===== config.mk =====
export PLATFORM = sky130hd
export DESIGN_NAME = nfa_chain_engine
export DESIGN_NICKNAME = d
export VERILOG_FILES = /design/src/rtl/payload_engine_pkg.sv /design/src/rtl/nfa_state_cell.sv /design/src/rtl/nfa_chain_engine.sv
export SDC_FILE = /design/constraint.sdc
export NUM_CORES = 1
export LEC_CHECK = 0
export CAP_MARGIN = 20
export CORE_MARGIN = 2
export CORE_UTILIZATION = 50
export CTS_BUF_LIST = sky130_fd_sc_hd__clkbuf_8 sky130_fd_sc_hd__clkbuf_16
export CTS_CLUSTER_SIZE = 8
export DETAILED_ROUTE_END_ITERATION = 10
export PLACE_DENSITY = 0.89
export SYNTH_ARGS = -nofsm -noshare
export SYNTH_HDL_FRONTEND = slang
export SYNTH_SLANG_ARGS = --single-unit
export TNS_END_PERCENT = 30

===== constraint.sdc =====
create_clock -name clk -period 2.65 [get_ports clk]
set_clock_uncertainty 0.05 [all_clocks]
set_input_delay 0.53 -clock clk [delete_from_list [all_inputs] [get_ports clk]]
set_output_delay 0.53 -clock clk [all_outputs]
set_load 0.01 [all_outputs]

===== src/rtl/payload_engine_pkg.sv =====
// Shared payload-engine definitions: class index width, default class
// indices and a helper for building per-state class select vectors.
package payload_engine_pkg;

  localparam int CLS_W      = 6;
  localparam int MAX_STATES = 64;

  typedef logic [CLS_W-1:0] cls_idx_t;

  // Default class indices on the shared one-hot class bus.
  localparam cls_idx_t CLS_SPACE_WS = 6'd60;
  localparam cls_idx_t CLS_DIGIT    = 6'd61;
  localparam cls_idx_t CLS_ALPHA    = 6'd62;
  localparam cls_idx_t CLS_DOT      = 6'd63;

  // Packs the first n class indices into a CLASS_SEL vector (state 0 in the LSBs).
  function automatic logic [MAX_STATES*CLS_W-1:0] cls_sel_pack(
    input cls_idx_t idx [MAX_STATES],
    input int       n
  );
    logic [MAX_STATES*CLS_W-1:0] v;
    v = '0;
    for (int i = 0; i < MAX_STATES; i++) begin
      if (i < n) v[i*CLS_W +: CLS_W] = idx[i];
    end
    return v;
  endfunction

endpackage


===== src/rtl/nfa_state_cell.sv =====
// One NFA chain state: class gate, optional self-loop, optional bypass
// of the enter term to the next state.
module nfa_state_cell #(
  parameter int NUM_CLASSES = 64,
  parameter int CLS_IDX     = 0,
  parameter bit LOOP        = 1'b0,
  parameter bit SKIP        = 1'b0
) (
  input  logic                   clk,
  input  logic                   rst_n,
  input  logic                   i_en,
  input  logic                   i_sod,
  input  logic [NUM_CLASSES-1:0] i_cls,
  input  logic                   i_enter,
  output logic                   o_enter_nxt,
  output logic                   o_act_d
);

  logic r_act;
  logic w_act_old;

  // A packet start wipes the old activity before this byte is evaluated.
  assign w_act_old   = r_act & ~i_sod;
  assign o_enter_nxt = w_act_old | (SKIP & i_enter);
  assign o_act_d     = i_cls[CLS_IDX] & (i_enter | (LOOP & w_act_old));

  // State register advances only on valid bytes.
  always_ff @(posedge clk or negedge rst_n) begin
    if (!rst_n)    r_act <= 1'b0;
    else if (i_en) r_act <= o_act_d;
  end

endmodule


===== src/rtl/nfa_chain_engine.sv =====
// Linear PCRE chain as a register-per-state NFA with per-packet
// match / first-offset / count reporting over a valid/ready port.
module nfa_chain_engine #(
  parameter int                          NUM_STATES  = 28,
  parameter int                          NUM_CLASSES = 64,
  parameter int                          CLS_W       = payload_engine_pkg::CLS_W,
  parameter logic [NUM_STATES*CLS_W-1:0] CLASS_SEL   = '0,
  parameter logic [NUM_STATES-1:0]       LOOP_MASK   = '0,
  parameter logic [NUM_STATES-1:0]       SKIP_MASK   = '0,
  parameter int                          OFF_W       = 16,
  parameter int                          CNT_W       = 8
) (
  input  logic                   clk,
  input  logic                   rst_n,
  input  logic                   sod,
  input  logic                   eod,
  input  logic                   en,
  input  logic [NUM_CLASSES-1:0] cls_in,
  output logic                   result_valid,
  input  logic                   result_ready,
  output logic                   result_match,
  output logic [OFF_W-1:0]       result_offset,
  output logic [CNT_W-1:0]       result_count,
  output logic                   result_ovf,
  output logic                   match_live
);

  if (NUM_STATES < 2 || NUM_STATES > 64) begin : g_bad_num_states
    $error("nfa_chain_engine: NUM_STATES must be within 2..64");
  end
  if (SKIP_MASK[NUM_STATES-1]) begin : g_bad_skip
    $error("nfa_chain_engine: the final state cannot be optional");
  end

  logic [NUM_STATES:0]   w_enter;
  logic [NUM_STATES-1:0] w_act_d;
  logic                  w_sod;
  logic                  w_eod;
  logic                  w_hit;
  logic                  w_unused_tail;

  assign w_sod      = en & sod;
  assign w_eod      = en & eod;
  assign w_enter[0] = 1'b1;

  for (genvar i = 0; i < NUM_STATES; i++) begin : g_state
    if (int'(CLASS_SEL[i*CLS_W +: CLS_W]) >= NUM_CLASSES) begin : g_bad_sel
      $error("nfa_chain_engine: class select out of range for a state");
    end
    nfa_state_cell #(
      .NUM_CLASSES (NUM_CLASSES),
      .CLS_IDX     (int'(CLASS_SEL[i*CLS_W +: CLS_W])),
      .LOOP        (LOOP_MASK[i]),
      .SKIP        (SKIP_MASK[i])
    ) u_cell (
      .clk         (clk),
      .rst_n       (rst_n),
      .i_en        (en),
      .i_sod       (w_sod),
      .i_cls       (cls_in),
      .i_enter     (w_enter[i]),
      .o_enter_nxt (w_enter[i+1]),
      .o_act_d     (w_act_d[i])
    );
  end

  // Only the final state's next value reports a hit; the rest of the chain
  // outputs are internal to the enter propagation.
  assign w_unused_tail = ^{w_act_d[NUM_STATES-2:0], w_enter[NUM_STATES]};
  assign w_hit         = en & w_act_d[NUM_STATES-1];

  logic [OFF_W-1:0] r_off;
  logic [OFF_W-1:0] r_first;
  logic [CNT_W-1:0] r_cnt;
  logic             r_live;
  logic [OFF_W-1:0] w_off_cur;
  logic [OFF_W-1:0] w_off_nxt;
  logic [OFF_W-1:0] w_first_cur;
  logic [OFF_W-1:0] w_first_nxt;
  logic [CNT_W-1:0] w_cnt_cur;
  logic [CNT_W-1:0] w_cnt_nxt;
  logic             w_live_cur;
  logic             w_live_nxt;

  // Packet-start bytes see a freshly cleared packet context.
  assign w_off_cur   = w_sod ? '0 : r_off;
  assign w_first_cur = w_sod ? '0 : r_first;
  assign w_cnt_cur   = w_sod ? '0 : r_cnt;
  assign w_live_cur  = w_sod ? 1'b0 : r_live;

  assign w_off_nxt   = (&w_off_cur) ? w_off_cur : w_off_cur + OFF_W'(1);
  assign w_cnt_nxt   = (w_hit && !(&w_cnt_cur)) ? w_cnt_cur + CNT_W'(1) : w_cnt_cur;
  assign w_live_nxt  = w_live_cur | w_hit;
  assign w_first_nxt = (w_hit && !w_live_cur) ? w_off_cur : w_first_cur;

  // Per-packet offset, first-match offset, hit count and live flag.
  always_ff @(posedge clk or negedge rst_n) begin
    if (!rst_n) begin
      r_off   <= '0;
      r_first <= '0;
      r_cnt   <= '0;
      r_live  <= 1'b0;
    end else if (en) begin
      r_off   <= w_off_nxt;
      r_first <= w_first_nxt;
      r_cnt   <= w_cnt_nxt;
      r_live  <= w_live_nxt;
    end
  end

  // Result capture at end of packet plus valid/ready handshake; a capture
  // always wins over a same-cycle acceptance.
  always_ff @(posedge clk or negedge rst_n) begin
    if (!rst_n) begin
      result_valid  <= 1'b0;
      result_match  <= 1'b0;
      result_offset <= '0;
      result_count  <= '0;
      result_ovf    <= 1'b0;
    end else if (w_eod) begin
      result_valid  <= 1'b1;
      result_match  <= w_live_nxt;
      result_offset <= w_first_nxt;
      result_count  <= w_cnt_nxt;
      result_ovf    <= result_valid & ~result_ready;
    end else if (result_valid && result_ready) begin
      result_valid  <= 1'b0;
      result_ovf    <= 1'b0;
    end
  end

  assign match_live = r_live;

endmodule


# Yosys cells after proc, flatten, opt, wreduce, memory -nomap -nowiden
# Cells that the tools add are included.
[word_totals] ff_bits=95 out_inout_bits=28
[op_classes] add_sub_neg=2 n_reduce_logical=8 muxes=10 n_bitwise=61
[ops] op="$mux 16" count=4
[ops] op="$and 1x1->1" count=58
[ops] op="$add 16x1->16 const B" count=1
[ops] op="$mux 8" count=2
[ops] op="$reduce_and 16->1" count=1
[ops] op="$add 8x1->8 const B" count=1
[ops] op="$reduce_and 8->1" count=1
[ops] op="$mux 1" count=4
[ops] op="$logic_and 1x1->1" count=3
[ops] op="$logic_not 1->1" count=2
[ops] op="$not 1->1" count=2
[ops] op="$reduce_bool 2->1" count=1
[ops] op="$or 1x1->1" count=1

# Depth between registers and ports, before layout
[logic_depth] ltp_word=7 ltp_mapped=12 depth_no_buf=8

# Hierarchy
# Synthesis repeated with hierarchy kept, for this count alone.
[hier_totals] cells_unflattened=406 area_unflattened_um2=4744.6
[modules_own_cells] mod="nfa_chain_engine" seq_area_each_um2=1701.6 area_each_um2=3203.1 instances=1 cells_each=294
[modules_own_cells] mod="nfa_state_cell" seq_area_each_um2=25.0 area_each_um2=55.1 instances=28 cells_each=4

# Worst setup path after synthesis
# OpenSTA, ideal clock, no wires.
[synth_path] path_type="input-to-reg" start="input port en" end="register r_off[1]" slack_ps=-55 path_stages=11 arrival_ps=2530 t_required_ps=2475 n_path_buf=4 setup_ps=125 cell_sequence="buf_6 nand2_2 buf_2 buf_1 and2_1 ha_1 and3_1 and3_1 buf_4 a31oi_2 mux2_4"
[synth_via] elab_chain_len=4 word_cells_on_any_way=5 cone_classes="1 x add/sub; 2 x mux; 1 x bitwise; 1 x reduce/logical"
[synth_lines] item="from (decl)" line_no="nfa_chain_engine.sv:17" text="input logic en,"
[synth_lines] item="$and 1x1->1" line_no="nfa_chain_engine.sv:42" text="assign w_sod = en & sod;"
[synth_lines] item="$mux 16" line_no="nfa_chain_engine.sv:86" text="assign w_off_cur = w_sod ? '0 : r_off;"
[synth_lines] item="$add 16x1->16 / $reduce_and 16->1 (equally long branches)" line_no="nfa_chain_engine.sv:91" text="assign w_off_nxt = (&w_off_cur) ? w_off_cur : w_off_cur + OFF_W'(1);"
[synth_lines] item="$mux 16" line_no="nfa_chain_engine.sv:91"
[synth_lines] item="to (signal assigned)" line_no="nfa_chain_engine.sv:104" text="r_off <= w_off_nxt;"
[synth_lines] item="to (decl)" line_no="nfa_chain_engine.sv:72" text="logic [OFF_W-1:0] r_off;"
# Several ways; a longest one is shown, not always the timed one.
# A chain may end at the register's enable or synchronous reset.

# Final worst setup path
[layout_path] start="input port sod" end="register result_count[5]"
[layout_via] elab_chain_len=7 word_cells_on_any_way=11 cone_classes="1 x add/sub; 2 x mux; 5 x bitwise; 3 x reduce/logical"
[layout_lines] item="from (decl)" line_no="nfa_chain_engine.sv:15" text="input logic sod,"
[layout_lines] item="$and 1x1->1 *" line_no="nfa_chain_engine.sv:42"
[layout_lines] item="branches (longest 5 deep; another with $add 8x1->8)"
[layout_lines] item="$mux 8 *" line_no="nfa_chain_engine.sv:92" text="assign w_cnt_nxt = (w_hit && !(&w_cnt_cur)) ? w_cnt_cur + CNT_W'(1) : w_cnt_cur;"
[layout_lines] item="to (signal assigned)" line_no="nfa_chain_engine.sv:124" text="result_count <= w_cnt_nxt;"
[layout_lines] item="to (decl)" line_no="nfa_chain_engine.sv:23" text="output logic [CNT_W-1:0] result_count,"
# Every way passes the cells marked *.

==> results.md <==
* P_leak at 2.29 nW
* Mapped Cells at between 300 and 400
* Largest net degree at the start of global routing at 57
* Worst Tran Pin Value at between 0.5 and 0.6 ns
* Vias per cell at just over 6
* Avg Cell Area, Syn at 11.3 um^2
* Clk_lat worst skew at around 0.37 ns
* Commonest non-fill, non-tap cell in the layout: dfrtp_1
* Final setup fails at 0
* Clk buf depth at 2
* Share of cells above drive strength 1 at 17.8%
* Place WS at -0.214 ns
* Fin worst setup slack at 0.171 ns
* Antenna violations before repair at 0
* Routability cong. at 0.905
* Pwr per Cell Area at 524 nW/um^2
* Post-CTS setup buffers at 0
* P&R area growth vs syn at 16.6%
* Leading area contributor after synthesis: dfrtp_1
* Root Buffer: clkbuf_8
* Syn Nets at 458
* DIE WIDTH at 97.4 um
* # hold bufs at CTS at 0
* Total Wirelength at 9060 um
* Routed length per instance at 16.8 um
* R2R Setup Slk at approximately 0.54 ns
* Crit. End Element: flip-flop
* Commonest non-fill, non-tap cells in the layout: 95 x dfrtp_1, 33 x clkdlybuf4s50_1, 32 x nand2_1, 28 x o21ai_0, 27 x nand3_1
* FF-to-FF path depth at 6
* Die ar. at 9480 um^2
* Fin Hold WS at 0.0817 ns
* Vias in the first global route at 3147
* Starting Density at 50.7%
* Synth cell types at 59
* Final Util at between 50% and 60%
* Final Hold Vio Count at 0
* Dpl cell area at approximately 4900 um^2
* Critical setup path kind: primary input to flip-flop
* Fin nets at 500
* RSZ-0062 raised after global routing: false
* Final instance area at 5080 um^2
* Data arrival, critical path at 2.71 ns
* Crit start category: primary input
* Ranking of synthesized cells by area: dfrtp_1 55%, a22o_1 5.2%, mux2_2 4.9%, o21ai_0 3.2%, nand3_1 3.1%
* WP data required at 2.88 ns
* Fmax at 403 MHz
* CTS tree: done
* Ys Warns at 0
* CTS buffer count at 9
* Max H-tree Level at 3
* Reg2reg end: r_off[15]
* Core Area at 8590 um^2
* Die Y-Extent at 97.4 um
* DRC at 0
* Drt first-iter violations at 255
* Synth Flop Type: dfrtp_1
* Gr ovfl total at 0
* Clock slew at reported path FFs at 0.09 ns
* Vias at around 3300
* PortBufs at 34
* FFs w/ async S/R, synth at 100%
* Inserted Diodes at 0
* Placed cells at 525
* Final ANT Viol Nets at 0
* Post-layout min period at about 2.5 ns
* Tot GR Track Use at between 15 and 20%
* Run status: complete, no violations
* Max cap viols at 0
* Final-layout fill cell count at 684
* Worst hold path type: primary input to async pin
* Fin crit share at ~94%
* DP HPWL at 6090 um
* Cell Area, Synth at ~4400 um^2
* IR drop worst, VDD at 442 uV
* Slew margin rel. at 65.4%
* CP max FO at 6
* Number of synthesized flops with an enable pin at 0
* Yosys top cell area share at 54.5%
* First-pass GRT wire length at between 15000 and 20000 um
* Post-CTS sizing at 0
* Worst flop-to-flop path startpoint: r_off[0]
* Pre-antenna DRT Iters at 6
* Pins Over Slew Limit at 0
* Synth Register Bits at 95
* Row Count at 34
* Fin cells at 540
* CTS sink cnt at between 90 and 100
* Sequential-to-total area share from yosys stat at 54.5%
* # IOs at 98
-- sequential cells by signal (all words and copies together), names as in the netlist --
| name | count |
|---|---|
| result_offset | 16 |
| g_state.u_cell.r_act | 27 |
| result_ovf | 1 |
| match_live | 1 |
| r_off | 16 |
| result_match | 1 |
| r_first | 16 |
| result_count | 8 |
| result_valid | 1 |
| r_cnt | 8 |
-- stage by stage --
step	setup TNS (ns)	total power [W]
2_1_floorplan	-0.0212	0.00165
3_3_place_gp	-1.19	0.00175
3_5_place_dp	-1.90	0.00176
4_1_cts	0	0.00267
5_1_grt	0	0.00277
6_report	0	0.00266
-- cell families (layout without fill, tap and decap cells) --
| group | Yosys count | count (layout) | synth area share [%] |
|---|---|---|---|
| and+or+nand+nor | 114 | 114 | 14.9 |
| AOI/OAI and AO/OA | 110 | 110 | 18.0 |
| DFF | 95 | 95 | 54.5 |
| buffers and inverters | 33 | 79 | 3.87 |
| muxes | 27 | 27 | 6.89 |
| xor gates and xnor gates | 5 | 5 | 1.18 |
| adders and majority gates | 2 | 2 | 0.574 |
-- where the power goes --
group	switching (W)	leakage (nW)	total [W]	internal (W)
clock network	0.000503	0.0965	0.000933	0.000430
logic	0.000117	0.883	0.000213	0.0000955
registers	0.0000388	1.31	0.00152	0.00148
-- cell type report --
cell class | instances | area (um^2) | share of cell area (%)
clock inverter | 6 | 63.8 | 1.26
clock buffer | 9 | 124 | 2.44
sequential | 95 | 2380 | 46.8
timing repair buffer | 59 | 551 | 10.8
tap | 108 | 135 | 2.66
inverter | 5 | 18.8 | 0.369
multi-input combinational | 258 | 1810 | 35.7
-- worst max-delay path, cell delays in order --
cell and delay [ns]:
clkdlybuf4s50_1 0.43, nand2_2 0.16, buf_4 0.14, and2_1 0.14, ha_1 0.22, nand3_4 0.10, buf_4 0.18, nor3_1 0.44
o211ai_1 0.18, a31oi_1 0.19
-- cell usage after synthesis (2+ instances only) --
master and number:
nor2_1 10, nand2b_1 8, buf_2 12, a21bo_2 3, clkbuf_1 8, a211oi_1 4, and3_1 5, nand4b_1 2
mux2i_1 6, dfrtp_1 95, o31a_1 3, ha_1 2, xor2_1 3, inv_1 5, a31oi_1 11, nor2b_1 2
buf_6 3, nand3_1 27, nor3_1 2, buf_4 2, buf_1 3, and2_1 4, o21ai_0 28, nand2_1 32
mux2_2 19, a22o_1 26, a32oi_1 2, a21oi_1 19, nand4_1 9, a2111oi_2 2
-- routing by layer --
metal | up-vias | wire length (um) | global-route usage [%]
met2 | 136 | 4410 | 31.4
met3 | 29 | 538 | 4.39
met4 | 0 | 194 | 6.52
li1 | 1512 | - | -
met1 | 1622 | 3920 | 27.6
met5 | - | 0 | 0
-- worst max path at each step --
stage	start	endpoint	slack (ns)
after floorplan	en	r_off[1]	-0.01
after global placement	sod	result_count[0]	-0.16
after detailed placement	sod	result_count[0]	-0.21
after CTS	sod	result_count[0]	0.18
after global routing	en	result_count[5]	0.1
final	sod	result_count[5]	0.17
Power figures use the tool's default switching activity.
